`config.mk`:
```
export PLATFORM = sky130hd
export DESIGN_NAME = insight_dcache_req_trace_buf
export DESIGN_NICKNAME = d
export VERILOG_FILES = /design/src/rtl/insight_dcache_req_trace_buf.sv
export SDC_FILE = /design/constraint.sdc
export NUM_CORES = 1
export LEC_CHECK = 0
export BUFFER_PORTS_ARGS = -buffer_cell sky130_fd_sc_hd__buf_2
export CAP_MARGIN = 25
export CORE_ASPECT_RATIO = 1.25
export CORE_MARGIN = 2
export CORE_UTILIZATION = 55
export CTS_CLUSTER_SIZE = 28
export DETAILED_ROUTE_END_ITERATION = 6
export GPL_TIMING_DRIVEN = 0
export PLACE_DENSITY = 0.79
export SKIP_LAST_GASP = 1
export SYNTH_ARGS = -nofsm -noshare
export SYNTH_HDL_FRONTEND = slang
export SYNTH_SLANG_ARGS = --single-unit
```
`constraint.sdc`:
```
create_clock -name clock -period 5.9 [get_ports clock]
set_clock_uncertainty 0.15 [all_clocks]
set_input_delay 0 -clock clock [delete_from_list [all_inputs] [get_ports clock]]
set_output_delay 0 -clock clock [all_outputs]
set_load 0.03 [all_outputs]
```
`src/rtl/insight_dcache_req_trace_buf.sv`:
```
// Multi-port DCache request trace capture buffer: filters retiring requests, tags them
// with source port and a global sequence number, and queues them for a trace encoder.
module insight_dcache_req_trace_buf #(
   parameter int NUM_PORTS = 2,
   parameter int ADDR_W    = 32,
   parameter int DATA_W    = 32,
   parameter int ID_W      = 6,
   parameter int DEPTH     = 8,
   parameter int SEQ_W     = 16,
   localparam int MASK_W   = DATA_W / 8,
   localparam int PORT_W   = (NUM_PORTS > 1) ? $clog2(NUM_PORTS) : 1,
   localparam int PTR_W    = (DEPTH > 1) ? $clog2(DEPTH) : 1,
   localparam int LVL_W    = $clog2(DEPTH) + 1
) (
   input  logic                          clock,
   input  logic                          reset_n,
   input  logic                          enable,
   input  logic [31:0]                   cmd_filter,
   input  logic [NUM_PORTS-1:0]          in_valid,
   input  logic [NUM_PORTS*ADDR_W-1:0]   in_addr,
   input  logic [NUM_PORTS*MASK_W-1:0]   in_wmask,
   input  logic [NUM_PORTS*DATA_W-1:0]   in_wdata,
   input  logic [NUM_PORTS*ID_W-1:0]     in_id,
   input  logic [NUM_PORTS*5-1:0]        in_cmd,
   input  logic [NUM_PORTS-1:0]          in_signed,
   input  logic [NUM_PORTS*2-1:0]        in_size,
   output logic                          out_valid,
   input  logic                          out_ready,
   output logic [PORT_W-1:0]             out_port,
   output logic [SEQ_W-1:0]              out_seq,
   output logic [ADDR_W-1:0]             out_addr,
   output logic [MASK_W-1:0]             out_wmask,
   output logic [DATA_W-1:0]             out_wdata,
   output logic [ID_W-1:0]               out_id,
   output logic [4:0]                    out_cmd,
   output logic                          out_signed,
   output logic [1:0]                    out_size,
   output logic [15:0]                   drop_count,
   output logic                          overflow,
   output logic [LVL_W-1:0]              level
);

   typedef struct packed {
      logic [PORT_W-1:0] port;
      logic [SEQ_W-1:0]  seq;
      logic [ADDR_W-1:0] addr;
      logic [MASK_W-1:0] wmask;
      logic [DATA_W-1:0] wdata;
      logic [ID_W-1:0]   id;
      logic [4:0]        cmd;
      logic              sgn;
      logic [1:0]        size;
   } rec_t;

   rec_t              mem [DEPTH];
   rec_t              in_rec [NUM_PORTS];
   logic [PTR_W-1:0]  wr_slot [NUM_PORTS];
   logic [NUM_PORTS-1:0] accept;
   logic [PTR_W-1:0]  wr_ptr;
   logic [PTR_W-1:0]  rd_ptr;
   logic [SEQ_W-1:0]  seq_ctr;
   logic [LVL_W-1:0]  free_slots;
   logic [LVL_W-1:0]  n_elig;
   logic [LVL_W-1:0]  n_acc;
   logic [LVL_W-1:0]  n_drop;
   logic [16:0]       drop_sum;
   logic              deq;
   rec_t              head;

   assign free_slots = LVL_W'(DEPTH) - level;
   assign deq        = out_valid && out_ready;
   assign drop_sum   = {1'b0, drop_count} + 17'(n_drop);

   // Eligible ports are numbered and placed in ascending index order; space is judged
   // against the registered level only, so a same-cycle dequeue never frees a slot.
   always_comb begin
      n_elig = '0;
      n_acc  = '0;
      n_drop = '0;
      accept = '0;
      for (int p = 0; p < NUM_PORTS; p++) begin
         in_rec[p].port  = PORT_W'(p);
         in_rec[p].seq   = seq_ctr + SEQ_W'(n_elig);
         in_rec[p].addr  = in_addr[p*ADDR_W +: ADDR_W];
         in_rec[p].wmask = in_wmask[p*MASK_W +: MASK_W];
         in_rec[p].wdata = in_wdata[p*DATA_W +: DATA_W];
         in_rec[p].id    = in_id[p*ID_W +: ID_W];
         in_rec[p].cmd   = in_cmd[p*5 +: 5];
         in_rec[p].sgn   = in_signed[p];
         in_rec[p].size  = in_size[p*2 +: 2];
         wr_slot[p]      = wr_ptr + n_acc[PTR_W-1:0];
         if (enable && in_valid[p] && cmd_filter[in_cmd[p*5 +: 5]] && (in_cmd[p*5 +: 5] < 5'd21)) begin
            n_elig = n_elig + 1'b1;
            if (n_acc < free_slots) begin
               accept[p] = 1'b1;
               n_acc     = n_acc + 1'b1;
            end else begin
               n_drop = n_drop + 1'b1;
            end
         end
      end
   end

   always_ff @(posedge clock) begin
      for (int p = 0; p < NUM_PORTS; p++) begin
         if (accept[p]) mem[wr_slot[p]] <= in_rec[p];
      end
   end

   always_ff @(posedge clock or negedge reset_n) begin
      if (!reset_n) begin
         wr_ptr     <= '0;
         rd_ptr     <= '0;
         level      <= '0;
         seq_ctr    <= '0;
         drop_count <= '0;
         overflow   <= 1'b0;
      end else begin
         wr_ptr  <= wr_ptr + n_acc[PTR_W-1:0];
         level   <= level + n_acc - LVL_W'(deq);
         seq_ctr <= seq_ctr + SEQ_W'(n_elig);
         if (deq) rd_ptr <= rd_ptr + 1'b1;
         if (n_drop != '0) begin
            overflow   <= 1'b1;
            drop_count <= drop_sum[16] ? 16'hFFFF : drop_sum[15:0];
         end
      end
   end

   // Head fields are forced to zero while empty so stale storage never leaks out.
   assign out_valid  = (level != '0);
   assign head       = mem[rd_ptr];
   assign out_port   = out_valid ? head.port  : '0;
   assign out_seq    = out_valid ? head.seq   : '0;
   assign out_addr   = out_valid ? head.addr  : '0;
   assign out_wmask  = out_valid ? head.wmask : '0;
   assign out_wdata  = out_valid ? head.wdata : '0;
   assign out_id     = out_valid ? head.id    : '0;
   assign out_cmd    = out_valid ? head.cmd   : '0;
   assign out_signed = out_valid ? head.sgn   : 1'b0;
   assign out_size   = out_valid ? head.size  : '0;

endmodule

```
* Word-level counts from Yosys, hierarchy flattened
Memories as Yosys holds them, arrays and structs flattened.
Index checks and enable logic that the tools add are counted.
** Operators by class
- Add/subtract/negate cells :: 12
- Reduce and logical (&&, ||, !) cells :: 9
- Muxes and demuxes :: 32
- Magnitude comparators :: 6
** Operators with widths (number)
- $mux W32 :: 2
- $add A16 B4 Y16 :: 2
- $mux W16 :: 2
- $mux W4 :: 6
- $add A16 B4 Y17 :: 1
- $mux W1 :: 17
- $add A4 B1 Y4 const B :: 3
- $lt A5 B6 Y1 const B :: 2
- $bmux W1 S5 :: 2
- $lt A5 B5 Y1 const B :: 2
- $reduce_bool A4 Y1 :: 2
- $logic_and A1 B1 Y1 :: 7
- $add A3 B3 Y3 :: 2
- $mux W6 :: 1
- $mux W5 :: 1
- $add A4 B4 Y4 :: 1
- $lt A1 B4 Y1 const A :: 1
- $lt A4 B4 Y1 :: 1
- $sub A4 B1 Y4 :: 1
- $sub A4 B4 Y4 const A :: 1
- $add A3 B1 Y3 const B :: 1
- $mux W2 :: 1
** Storage, ports and cells
- Bits in registers :: 43
- Memories kept :: 1
- RAM bits :: 792
- Word-level logic and storage cells :: 66
- Input port bits :: 202
** Memories
- mem :: depth 8, bits a word 99, rd ports 1, clocked after memory_dff 0, wr ports 2, RTL line 55 : rec_t mem [DEPTH];

* Logic depth before layout (Yosys ltp)
- Depth in word-level cells :: 10
- Depth in mapped cells :: 19
- Mapped depth without buffers :: 18

* Worst setup path after synthesis
No wires, ideal clock.
- Path kind :: register to register
- Start :: register level[0]
- End :: memory mem[0][0] (netlist name), enable pin
- Slack :: 0.234 ns
- Period minus slack after synthesis :: 5.666 ns
- Buffers on the path :: 2
- Data arrival time :: 5.056 ns
- Cell stages (with the launch flop) :: 11
- Data required time :: 5.290 ns
- Cell sequence :: dfrtp_1 > or3_1 > a41oi_1 > nand2b_1 > nor4b_4 > ha_1 > buf_2 > nor3_1 > nand2_1 > clkbuf_1 > nand2_1
** RTL lines
- from (decl) :: RTL line 40 : output logic [LVL_W-1:0] level
- from (signal assigned) :: RTL line 120 : level <= level + n_acc - LVL_W'(deq);
- to (decl) :: RTL line 55

==> flow_summary.yaml <==
worst_setup_path:
  timing.rr.start: "level[0]$_DFF_PN0_"
  end_kind: "flop"
  slowest_delay_ns: 0.66
  required_ns: 6.14
  crit_fanout: 11
  reg2regPathDepth: 14
  crit_type: "flop to flop"
  cp_cell_sequence: "or3_1 > a41oi_1 > nand2b_1 > nor4b_4 > ha_1 > ha_1 > xor2_1 > nor2_1 > nor4b_4 > nor2_2 > buf_2 > buf_4 > a22o_1 > dlygate4sd3_1"
  reg2reg_setup_slack_ns: 0.16
  startpoint_type: "flop"
  cp.arrival_ns: 5.98
  startpoint: "level[0]$_DFF_PN0_"
  r2r_end: "mem[0][65]$_DFFE_PP_"
  slowest_stage: "nor4b_4"
logic_synthesis:
  netlist_instances: 2799
  avgSynthCellArea_um2: 15.0
  yosysTopAreaCellShare_pct: 56.2
  post-synth-top-count-cell: "edfxtp_1"
  syn_area_um2: 41900
  ys_seq_area_share_pct: 59.1
  synth-edff-count: 784
  synthDistinctLibCells: 64
  ys.flop_type: "edfxtp_1"
  synth_top_cell_by_area: "edfxtp_1"
  synth_area_leaders: "edfxtp_1 56%, a22o_1 14%, mux4_2 11%"
  ys_top_cells_by_count: "784 x edfxtp_1, 672 x a22o_1, 203 x buf_1, 203 x mux4_2, 124 x nor2_1"
  synthArstFlopShare_pct: 5.15
  synth_nets: 3026
  yosysWarnings: 0
  synth_seq_cells: 835
min_path:
  hold_path_depth: 3
  hold_path.class: "primary input to flop"
  hold-path-endpoint: "mem[5][3]$_DFFE_PP_"
  worstHoldStart: "in_cmd[5]"
clock_tree:
  clk_latency_ns: 0.65
  clk_pin_slew_ns: 0.07
  clockBufferDepth: 3
  cts_tree: "built"
  numCtsBuffers: 81
  htree_levels: 3
  cts_resized: 0
  cts-root-buf: "clkbuf_16"
  clock-sinks: 835
route:
  avgRoutedWirePerCell_um: 31.0
  drt-initial-drc-count: 4868
  wirelength_mm: 136
  wl_met3_mm: 18.9
  dr.pass1.iters: 6
  routed.top_layer: "met5"
  wl_met2_mm: 64.7
  m1WireLength_mm: 44.0
  ant_nets: 0
  viasPerCell: 7.13
  vias: 31200
  drc: 0
power:
  ir_worst_vdd_mv: 0.248
  leakage_nw: 17.5
  power_frac_seq_pct: 34.8
  switching_power_mw: 7.65
  power.density_nw_per_um2: 414
  pwr-share-clk_pct: 25.9
  pwr-share-comb_pct: 39.3
  finalPower_mw: 20.6
  p_int_mw: 13.0
  p_sw_share_pct: 37.1
floorplanning:
  ioPinCount: 323
  floorplan.initialDensity_pct: 55.3
  die_x_um: 251
  coreArea_um2: 75800
  die_height_um: 313
  rows: 113
  dieArea_um2: 78500
cells_and_area:
  fillers: 5027
  drive_above_1_share_pct: 19.9
  multi_input_area_um2: 15300
  layout.area.seq_um2: 24800
  area_growth_pct: 18.9
  postLayoutCellArea_um2: 49800
  fin_nets: 3546
placed_design:
  placed_cell_area_um2: 44600
  dp_hpwl_mm: 86.5
  numPortBuffers: 155
  dp_slack_ns: 0.769
  place.gp.congestion: 0.878
timing:
  timing.final.ws_setup_ns: 0.160
  rsz0062_at_grt: "false"
  min_period_over_period_pct: 97.3
  hold_viol: 0
  setup_viol: 0
  period_needed_ns: 5.74
  timing.fmax_mhz: 174
  worst_hold_slack_ns: 0.0619
  slew_violations: 0
  max_slew.worst_pin.slew_ns: 1.17
  max_slew_margin_pct: 22.3
global_route:
  grt_pass1_wl_mm: 198
  grt_pass1_vias: 31400
  track_usage_pct: 34.1
  grt_start_max_net_pins: 46
  antenna_found_initial: 17
  gr-total-overflow: 0
run_status:
  outcome: "finished clean"
flow_run:
  maxCapViolCount: 0
-- sequential cells by signal, indices dropped and copies added (netlist names) --
| signal | count |
|---|---|
| mem | 792 |
| drop_count | 16 |
| seq_ctr | 16 |
| level | 4 |
| rd_ptr | 3 |
| wr_ptr | 3 |
| overflow | 1 |
-- power by group through the flow --
stage	Clock (mW)	Sequential [mW]	Combinational, mW
after global placement	0	7.35	7.46
after floorplan	0	7.32	5.18
after global routing	5.50	7.22	8.40
after detailed placement	0	7.30	7.76
final	5.34	7.19	8.10
after CTS	5.28	7.18	7.93
-- cell usage in the layout, fill, tap and decap left out, drive strengths merged, types with 27 or more instances in the layout --
| master | instances |
|---|---|
| dfrtp | 43 |
| buf | 489 |
| mux2i | 109 |
| o2bb2ai | 88 |
| nor2 | 132 |
| a22o | 672 |
| edfxtp | 784 |
| clkbuf | 232 |
| nand2 | 58 |
| o21ai | 30 |
| clkinv | 27 |
| inv | 30 |
| mux4 | 203 |
| dlygate4sd3 | 248 |
-- repair_timing --
| item | CTS | global route |
|---|---|---|
| hold buffers | 248 | 0 |
| setup endpoints to repair | 0 | 2 |
| setup buffers | 0 | 2 |
| hold endpoints to repair | 702 | 0 |
-- worst max-delay path, delay by kind of cell (launching register included) --
family	cells	cell delay [ns]
simple gates	6	2.54
compound gates	2	0.53
flops	1	0.48
fa+ha+maj	2	0.50
xor+xnor	1	0.10
buf+inv	3	1.15
-- worst max-delay path by stage --
stage | to | cells after the start | slack [ns]
final | mem[0][65]$_DFFE_PP_ | 14 | 0.16
after global routing | mem[2][68]$_DFFE_PP_ | 16 | 0.04
after CTS | mem[7][70]$_DFFE_PP_ | 15 | 0.18
after detailed placement | mem[5][71]$_DFFE_PP_ | 13 | 0.77
after global placement | mem[7][27]$_DFFE_PP_ | 10 | -2.67
after floorplan | mem[0][0]$_DFFE_PP_ | 10 | 0.23
-- layer usage --
metal  up-vias  global-route usage [%]
met3       536                    9.13
met2      2819                    55.2
li1      12400                       -
met1     15400                    42.0
met4        12                    18.8
met5         -                   0.426
-- kinds of logic after synthesis --
kind of cell | synth area share (%)
buf+inv | 4.51
mux | 13.6
xor+xnor | 0.689
flops | 59.1
fa+ha+maj | 0.818
compound gates | 17.6
simple gates | 3.65
-- layout make-up --
| cell class | instances | area share [%] |
|---|---|---|
| clock buffers | 110 | 4.60 |
| multi-input cells | 1517 | 30.7 |
| flip-flops and latches | 835 | 49.7 |
| repair buffers | 437 | 7.87 |
| well taps | 977 | 2.45 |
| plain buffers | 422 | 3.61 |
| inverters | 25 | 0.188 |
| clock inverters | 39 | 0.746 |
| diodes | 17 | 0.0854 |
-- stage by stage --
step           utilization, %  instances  TNS [ns]
2_1_floorplan               -       2799         0
3_3_place_gp             58.0       3931  -1981.72
3_5_place_dp             58.8       3958         0
4_1_cts                  65.6       4355         0
5_1_grt                  65.7       4374         0
6_report                 65.8       4379         0
Note: power is estimated with default switching activity, not from simulation.
